[src/rtl/gen_vec_pkg.sv]
// Shared definitions for the exhaustive vector sequencer.
// Latency: n/a (types, constants and a pure function only).
// Backpressure: n/a.
// Contents: sequencer FSM state encoding, MISR polynomial/seed, bin-to-Gray helper.
package gen_vec_pkg;

  typedef enum logic [1:0] {
    IDLE = 2'd0,
    RUN  = 2'd1,
    FIN  = 2'd2
  } seqState_t;

  // x^16 + x^12 + x^5 + 1, x^16 term implicit in the shift-out.
  localparam logic [15:0] MISR_POLY = 16'h1021;
  localparam logic [15:0] MISR_SEED = 16'h0000;

  function automatic logic [15:0] binToGray(input logic [15:0] bin);
    return bin ^ (bin >> 1);
  endfunction

endpackage

[src/rtl/misr_16.sv]
// 16-bit single-input signature register compacting a serial response stream.
// Latency: sig reflects din one clock after an enabled cycle.
// Backpressure: none; shifts on every cycle en is high.
// Ports:
//   clk  in  1   rising-edge clock
//   rst  in  1   synchronous active-high reset to seed
//   clr  in  1   synchronous clear to seed (wins over en)
//   en   in  1   shift din into the register this cycle
//   din  in  1   serial response bit
//   sig  out 16  current signature
module misr_16
  import gen_vec_pkg::*;
(
  input  logic        clk,
  input  logic        rst,
  input  logic        clr,
  input  logic        en,
  input  logic        din,
  output logic [15:0] sig
);

  logic feedBack;

  // Input bit joins the bit falling off the top; the sum drives the taps.
  assign feedBack = sig[15] ^ din;

  always_ff @(posedge clk) begin
    if (rst || clr) begin
      sig <= MISR_SEED;
    end else if (en) begin
      sig <= {sig[14:0], 1'b0} ^ ({16{feedBack}} & MISR_POLY);
    end
  end

endmodule

[src/rtl/gen_vectores_exhaustivo.sv]
// Exhaustive stimulus sequencer: sweeps all 2**WIDTH codes, each held HOLD_CYCLES clocks, PASSES times.
// Latency: first vector one clock after an accepted start; done one clock after the last valid vector.
// Backpressure: none; start is only sampled in IDLE, ignored while running or finishing.
// Optional feature macro: SIGNATURE_EN adds a 16-bit MISR over resp_in and the signature port.
// Ports:
//   clk        in   1      rising-edge clock
//   rst        in   1      synchronous active-high reset, wins over everything
//   start      in   1      begin a run (IDLE only)
//   gray_mode  in   1      0 binary order, 1 Gray order; latched on accepted start
//   resp_in    in   1      DUT response, compacted only when SIGNATURE_EN is defined
//   vec_out    out  WIDTH  registered test vector
//   vec_valid  out  1      vec_out is a live vector
//   busy       out  1      run in progress
//   done       out  1      one-cycle end-of-run pulse
//   signature  out  16     MISR value (SIGNATURE_EN only)
module gen_vectores_exhaustivo
  import gen_vec_pkg::*;
#(
  parameter int WIDTH       = 2,
  parameter int HOLD_CYCLES = 10,
  parameter int PASSES      = 1
) (
  input  logic             clk,
  input  logic             rst,
  input  logic             start,
  input  logic             gray_mode,
  input  logic             resp_in,
  output logic [WIDTH-1:0] vec_out,
  output logic             vec_valid,
  output logic             busy,
  output logic             done
`ifdef SIGNATURE_EN
  ,
  output logic [15:0]      signature
`endif
);

  localparam int HW = $clog2(HOLD_CYCLES + 1);
  localparam int PW = $clog2(PASSES + 1);
  localparam logic [HW-1:0]    HOLD_LAST = HW'(HOLD_CYCLES - 1);
  localparam logic [PW-1:0]    PASS_LAST = PW'(PASSES - 1);
  localparam logic [WIDTH-1:0] CODE_LAST = '1;

  seqState_t        state, stateNext;
  logic [WIDTH-1:0] codeCnt, codeNext;
  logic [WIDTH-1:0] vecReg, vecNext;
  logic [HW-1:0]    holdCnt, holdNext;
  logic [PW-1:0]    passCnt, passNext;
  logic             grayMode, grayNext;
  logic             lastHold;

  function automatic logic [WIDTH-1:0] codeToVec(input logic [WIDTH-1:0] code,
                                                 input logic            useGray);
    logic [15:0] wide;
    wide = useGray ? binToGray(16'(code)) : 16'(code);
    return wide[WIDTH-1:0];
  endfunction

  always_comb begin
    stateNext = state;
    codeNext  = codeCnt;
    holdNext  = holdCnt;
    passNext  = passCnt;
    vecNext   = vecReg;
    grayNext  = grayMode;
    lastHold  = 1'b0;
    case (state)
      IDLE: begin
        if (start) begin
          stateNext = RUN;
          codeNext  = '0;
          holdNext  = '0;
          passNext  = '0;
          grayNext  = gray_mode;
          vecNext   = '0;  // code 0 is 0 in both orders
        end
      end
      RUN: begin
        lastHold = (holdCnt == HOLD_LAST);
        if (lastHold) begin
          holdNext = '0;
          codeNext = codeCnt + WIDTH'(1);
          if (codeCnt == CODE_LAST) begin
            if (passCnt == PASS_LAST) begin
              // Final vector stays on vec_out through FIN and after.
              stateNext = FIN;
            end else begin
              passNext = passCnt + PW'(1);
              vecNext  = codeToVec(codeNext, grayMode);
            end
          end else begin
            vecNext = codeToVec(codeNext, grayMode);
          end
        end else begin
          holdNext = holdCnt + HW'(1);
        end
      end
      FIN: begin
        stateNext = IDLE;
      end
      default: begin
        stateNext = IDLE;
      end
    endcase
  end

  always_ff @(posedge clk) begin
    if (rst) begin
      state    <= IDLE;
      codeCnt  <= '0;
      holdCnt  <= '0;
      passCnt  <= '0;
      vecReg   <= '0;
      grayMode <= 1'b0;
    end else begin
      state    <= stateNext;
      codeCnt  <= codeNext;
      holdCnt  <= holdNext;
      passCnt  <= passNext;
      vecReg   <= vecNext;
      grayMode <= grayNext;
    end
  end

  // Status outputs decode the registered state directly, so they are glitch-free.
  assign vec_out   = vecReg;
  assign vec_valid = (state == RUN);
  assign busy      = (state == RUN);
  assign done      = (state == FIN);

`ifdef SIGNATURE_EN
  logic misrClr;

  // Clear on an accepted start; compact one response per vector on its last hold cycle.
  assign misrClr = (state == IDLE) && start;

  misr_16 uMisr (
    .clk (clk),
    .rst (rst),
    .clr (misrClr),
    .en  (lastHold),
    .din (resp_in),
    .sig (signature)
  );
`else
  logic unusedRespIn;
  assign unusedRespIn = resp_in;
`endif

endmodule
[config.mk]
export PLATFORM = sky130hd
export DESIGN_NAME = gen_vectores_exhaustivo
export DESIGN_NICKNAME = d
export VERILOG_FILES = /design/src/rtl/gen_vec_pkg.sv /design/src/rtl/misr_16.sv /design/src/rtl/gen_vectores_exhaustivo.sv
export SDC_FILE = /design/constraint.sdc
export NUM_CORES = 1
export LEC_CHECK = 0
export BUFFER_PORTS_ARGS = -buffer_cell sky130_fd_sc_hd__buf_4
export CAP_MARGIN = 10
export CORE_MARGIN = 1
export CORE_UTILIZATION = 38
export CTS_CLUSTER_SIZE = 30
export DETAILED_ROUTE_END_ITERATION = 8
export PLACE_DENSITY = 0.64
export SLEW_MARGIN = 10
export SYNTH_ARGS = -nofsm -noshare
export SYNTH_HDL_FRONTEND = slang
export SYNTH_SLANG_ARGS = --single-unit
[constraint.sdc]
create_clock -name clk -period 1.65 [get_ports clk]
set_input_delay 0 -clock clk [delete_from_list [all_inputs] [get_ports clk]]
set_output_delay 0 -clock clk [all_outputs]
set_load 0.1 [all_outputs]
After elaboration in Yosys (flattened, before gate mapping):

Cells that the tools add are included.

* memories: 0
* RAM bits: 0
* input port bits: 5
* ROM bits: 0
* output and inout bits: 5
* flip-flop bits (word level): 12
* bits in latches: 0

* equal/unequal tests: 9
* $mul: 0
* div/mod/pow operators: 0
* bitwise gates (word level): 1
* add/subtract/negate cells: 3
* multiplexer cells: 21
* shift operators: 0
* order comparisons: 0
* reduce and logical (&&, ||, !) cells: 8

Operators by type and width (count)
* 2-bit 2-to-1 mux: 10
* 2-bit case mux with 2 select lines: 3
* 4-bit AND reduction: 3
* 4-bit 2-to-1 mux: 2
* 4-bit case mux with 2 select lines: 1
* 4-bit by 1-bit adder with 4-bit output, second input constant: 1
* 2-bit == test, second input constant: 2
* 4-bit == test, second input constant: 1
* 1-bit 2-to-1 mux: 4
* 2-bit by 1-bit inequality test with 1-bit output, second input constant: 2
* 2-bit inequality test, second input constant: 2
* 2-bit AND reduction: 2
* 3-bit inequality test, second input constant: 1
* 3-bit AND reduction: 1
* 2-bit by 1-bit adder with 2-bit output, second input constant: 1
* 2-bit by 1-bit == test with 1-bit output, second input constant: 1
* 2-bit logical NOT: 1
* 1-bit case mux with 2 select lines: 1
* 2-bit nonzero test: 1
* 2-bit by 1-bit XOR with 2-bit output: 1
* 1-bit adder, second input constant: 1

Depth between registers and ports, before layout:

* depth after elaboration: 7
* mapped depth: 5
* gate-level depth less buffers: 5

Worst setup path after synthesis:

OpenSTA, ideal clock, no wires.

* path kind: reg-to-reg
* from: reg state[1]
* to: reg codeCnt[1]
* arrival time: 1564 ps
* setup slack: -30 ps
* clock period less this slack: 1680 ps
* setup time: 116 ps
* buffers on the path: 0
* cell stages (with the launch flop): 5
* cells stage by stage: dfxtp_1 nand2b_1 inv_1 nand2_1 a31o_2

* cells in the longest elaborated chain, start to end: 3

Ends and longest elaborated chain
* from (decl): RTL line gen_vectores_exhaustivo.sv:44 `seqState_t state, stateNext;`
* from (signal assigned): RTL line gen_vectores_exhaustivo.sv:116 `state <= stateNext;`
* 2-bit by 1-bit == test with 1-bit output *
* named net busy: RTL line gen_vectores_exhaustivo.sv:30 `output logic busy,`
* 2-bit by 1-bit inequality test with 1-bit output (no source line) or 2-bit nonzero test (tied branches)
* 3-bit AND reduction (no source line)
* to (signal assigned): RTL line gen_vectores_exhaustivo.sv:117 `codeCnt <= codeNext;`
* to (decl): RTL line gen_vectores_exhaustivo.sv:45 `logic [WIDTH-1:0] codeCnt, codeNext;`

Mark *: on every way through the listed nets, which the timed path passes. The rest lies on a longest branch.
A chain may end at the register's enable or synchronous reset.

Final worst setup path:

* from: reg holdCnt[0]
* to: reg vecReg[0] (netlist: vec_out[0])

* cells in the longest elaborated chain, start to end: 3

Ends and longest elaborated chain
* from (decl): RTL line gen_vectores_exhaustivo.sv:47 `logic [HW-1:0] holdCnt, holdNext;`
* from (signal assigned): RTL line gen_vectores_exhaustivo.sv:118 `holdCnt <= holdNext;`
* 4-bit == test: RTL line gen_vectores_exhaustivo.sv:79 `lastHold = (holdCnt == HOLD_LAST);`
* 2-bit by 1-bit inequality test with 1-bit output (no source line)
* 4-bit AND reduction (no source line)
* to (signal assigned): RTL line gen_vectores_exhaustivo.sv:120 `vecReg <= vecNext;`
* to (decl): RTL line gen_vectores_exhaustivo.sv:46 `logic [WIDTH-1:0] vecReg, vecNext;`

No other way between the ends.

==> impl_metrics.toml <==
[worst_setup_path]
worstPathArrival_ns = 1.69
cp-end-kind = "flip-flop"
path_class = "flip-flop to flip-flop"
cp.required_ns = 1.80
path_max_fanout = 6
critPathMaxStageDelay_ns = 0.41
crit_slowest_cell = "dfxtp_1"
regToRegSetupSlack_ns = 0.10
setup.worst_path.start_class = "flip-flop"
crit_chain = "ha_1 -> nand3b_4 -> or3_1 -> mux2_1"

[timing]
setup_viol = 0
maxSlewHeadroom = 0.7515
fmax_mhz = 646.9
fin_crit_ns = 1.546
clock-skew-final_ns = 0.002255
timing.final.crit_share = 0.9369
worst_pin_slew_ns = 0.3634
hold_viol = 0
drv_slew = 0

[layout]
layout.cells.most_common = "buf_4"
finalNonFillerCells = 92
nets = 86
final_area_sq_um = 753.2
final_core_util = 0.5579
drive_above_1_share = 0.3506
diodes = 0
area_growth_pct = 30.30
final_cell_mix = "13 x buf_4, 9 x dfxtp_1"

[power_and_ir_drop]
power.leakage_nw = 0.3353
power_mw = 0.5413
p_per_area_mw_per_mm2 = 718.7
ir_drop_uv = 424.5

[clocking]
cts.sinks = 11
cts_tree = "yes"
cts_max_level = 1
clk_latency_ns = 0.26
root_buffer = "clkbuf_4"
cts_buffers = 3
path_clk_slew_ns = 0.07
cts_max_path_buffers = 2

[global_routing]
antenna_found_initial = 0
grt-ovfl-total = 0
grt_pass1_vias = 447
grt_use_total = 0.1725
grt_start_max_net_pins = 12
grt_pass1_wl_mm = 1.807

[synthesis]
synth_cell_types = 32
synth_nets = 67
yosys_warnings = 0
synth_area_sq_um = 578.1
synth_edf_count = 0
seq_area_frac_synth = 0.3810
synth_compound_area_frac = 0.1753
synth-xor-area-share = 0
ys_seq_elements = 11
synth.avg_cell_area_sq_um = 9.798
async_reset_ff_frac = 0
ys.flop_type = "dfxtp_1"
muxShareOfSynthArea = 0.03680
synthCells = 59
synthSimpleGateAreaFrac = 0.3030
synth_fa_ha_area_frac = 0.06494
synth_top_family_by_area = "simple AND/OR/NAND/NOR gates"

[drt]
routedWlPerCell_um = 12.15
first_pass_iters = 4
wirelength_mm = 1.118
drc = 0
drt_iter0_markers = 2
via_per_inst = 5.402
antenna_left = 0
via_count = 497

[run]
cap_violations = 0

[placement]
place_area_sq_um = 671.9
dpl.cell_count = 83
gp_congestion = 0.7674
dp.final_hpwl_um = 845.5
port_buffers = 8

[die]
core_sq_mm = 0.001350
die-area_sq_mm = 0.001681
ios = 10
die_h_um = 41
start_util = 0.4282
die_x_um = 41
rows = 13

[hold_path]
hold_class = "input port to flip-flop"

[status]
run_status = "completed"
## power breakdown
part | internal, mW | leakage (nW) | switching (mW)
Sequential | 0.271 | 0.0903 | 0.00570
Combinational | 0.0337 | 0.230 | 0.0542
Clock | 0.0935 | 0.0150 | 0.0832
## sequential cells by signal, summed over array words and instances (netlist names)
| name | count |
|---|---|
| codeCnt | 2 |
| holdCnt | 4 |
| state | 2 |
| grayMode | 1 |
| vec_out | 2 |
## per-stage QoR
stage	worst slack, ns	setup TNS (ns)	hold WS [ns]
detailed placement	0.1144	0	0.2437
global placement	0.1499	0	0.2369
finish	0.1042	0	0.1494
global route	-0.0004383	-0.0004383	0.1862
CTS	0.02105	0	0.1449
floorplan	0.1523	0	0.1472
## final cells by class
class,instances,area (sq um)
Tap cell,15,18.77
Inverter,3,15.01
Multi-Input combinational cell,43,340.3
Sequential cell,11,225.2
Timing Repair Buffer,16,127.6
Clock buffer,4,26.28
Fill cell,129,596.8
## per-layer routing
layer / up-vias / global-route usage / wire, um
li1: 255 / - / -
met1: 228 / 0.1980 / 525
met2: 12 / 0.2695 / 522
met3: 2 / 0.08152 / 62
met4: 0 / 0.07500 / 8
met5: - / 0 / 0
## cells by family (layout without fill, tap and decap cells)
logic type,after synthesis,after routing
AOI/OAI and AO/OA,12,12
and+or+nand+nor,26,26
muxes,2,2
DFF,11,11
adders and majority gates,3,3
buffers and inverters,5,23
## worst max-delay path: cells and delay by family, from the launching register on
family        cells  cell delay [ns]
fa+ha+maj         1             0.26
mux               1             0.33
simple gates      2             0.43
flops             1             0.41
## worst paths after layout
| kind | startpoint | to | cells after the start |
|---|---|---|---|
| max | holdCnt[0]$_SDFFE_PP0P_ | vec_out[0]$_SDFFE_PP0P_ | 4 |
| min | start | holdCnt[0]$_SDFFE_PP0P_ | 4 |
| max reg2reg | holdCnt[0]$_SDFFE_PP0P_ | vec_out[0]$_SDFFE_PP0P_ | 4 |
| min reg2reg | codeCnt[1]$_SDFFE_PP0P_ | codeCnt[1]$_SDFFE_PP0P_ | 1 |
## Yosys cell counts (2+ instances only)
library cell  instances  area, sq um
or3_1                 2        12.51
dfxtp_1              11        220.2
nor2b_1               2        12.51
o21ai_0               2        10.01
nor2_1                3        11.26
nor3b_1               3        22.52
a31o_2                3        26.28
nor4_1                2        12.51
inv_1                 3        11.26
nand2_1               3        11.26
nand2b_1              2        12.51
ha_1                  3        37.54
## repair_timing
item | in CTS | in global routing
resized for setup | 0 | 4
setup endpoints to repair | 0 | 1
setup buffers | 0 | 2
endpoints found under the hold margin | 3 | 0
hold buffers | 3 | 0
(Power assumes the default switching activity.)
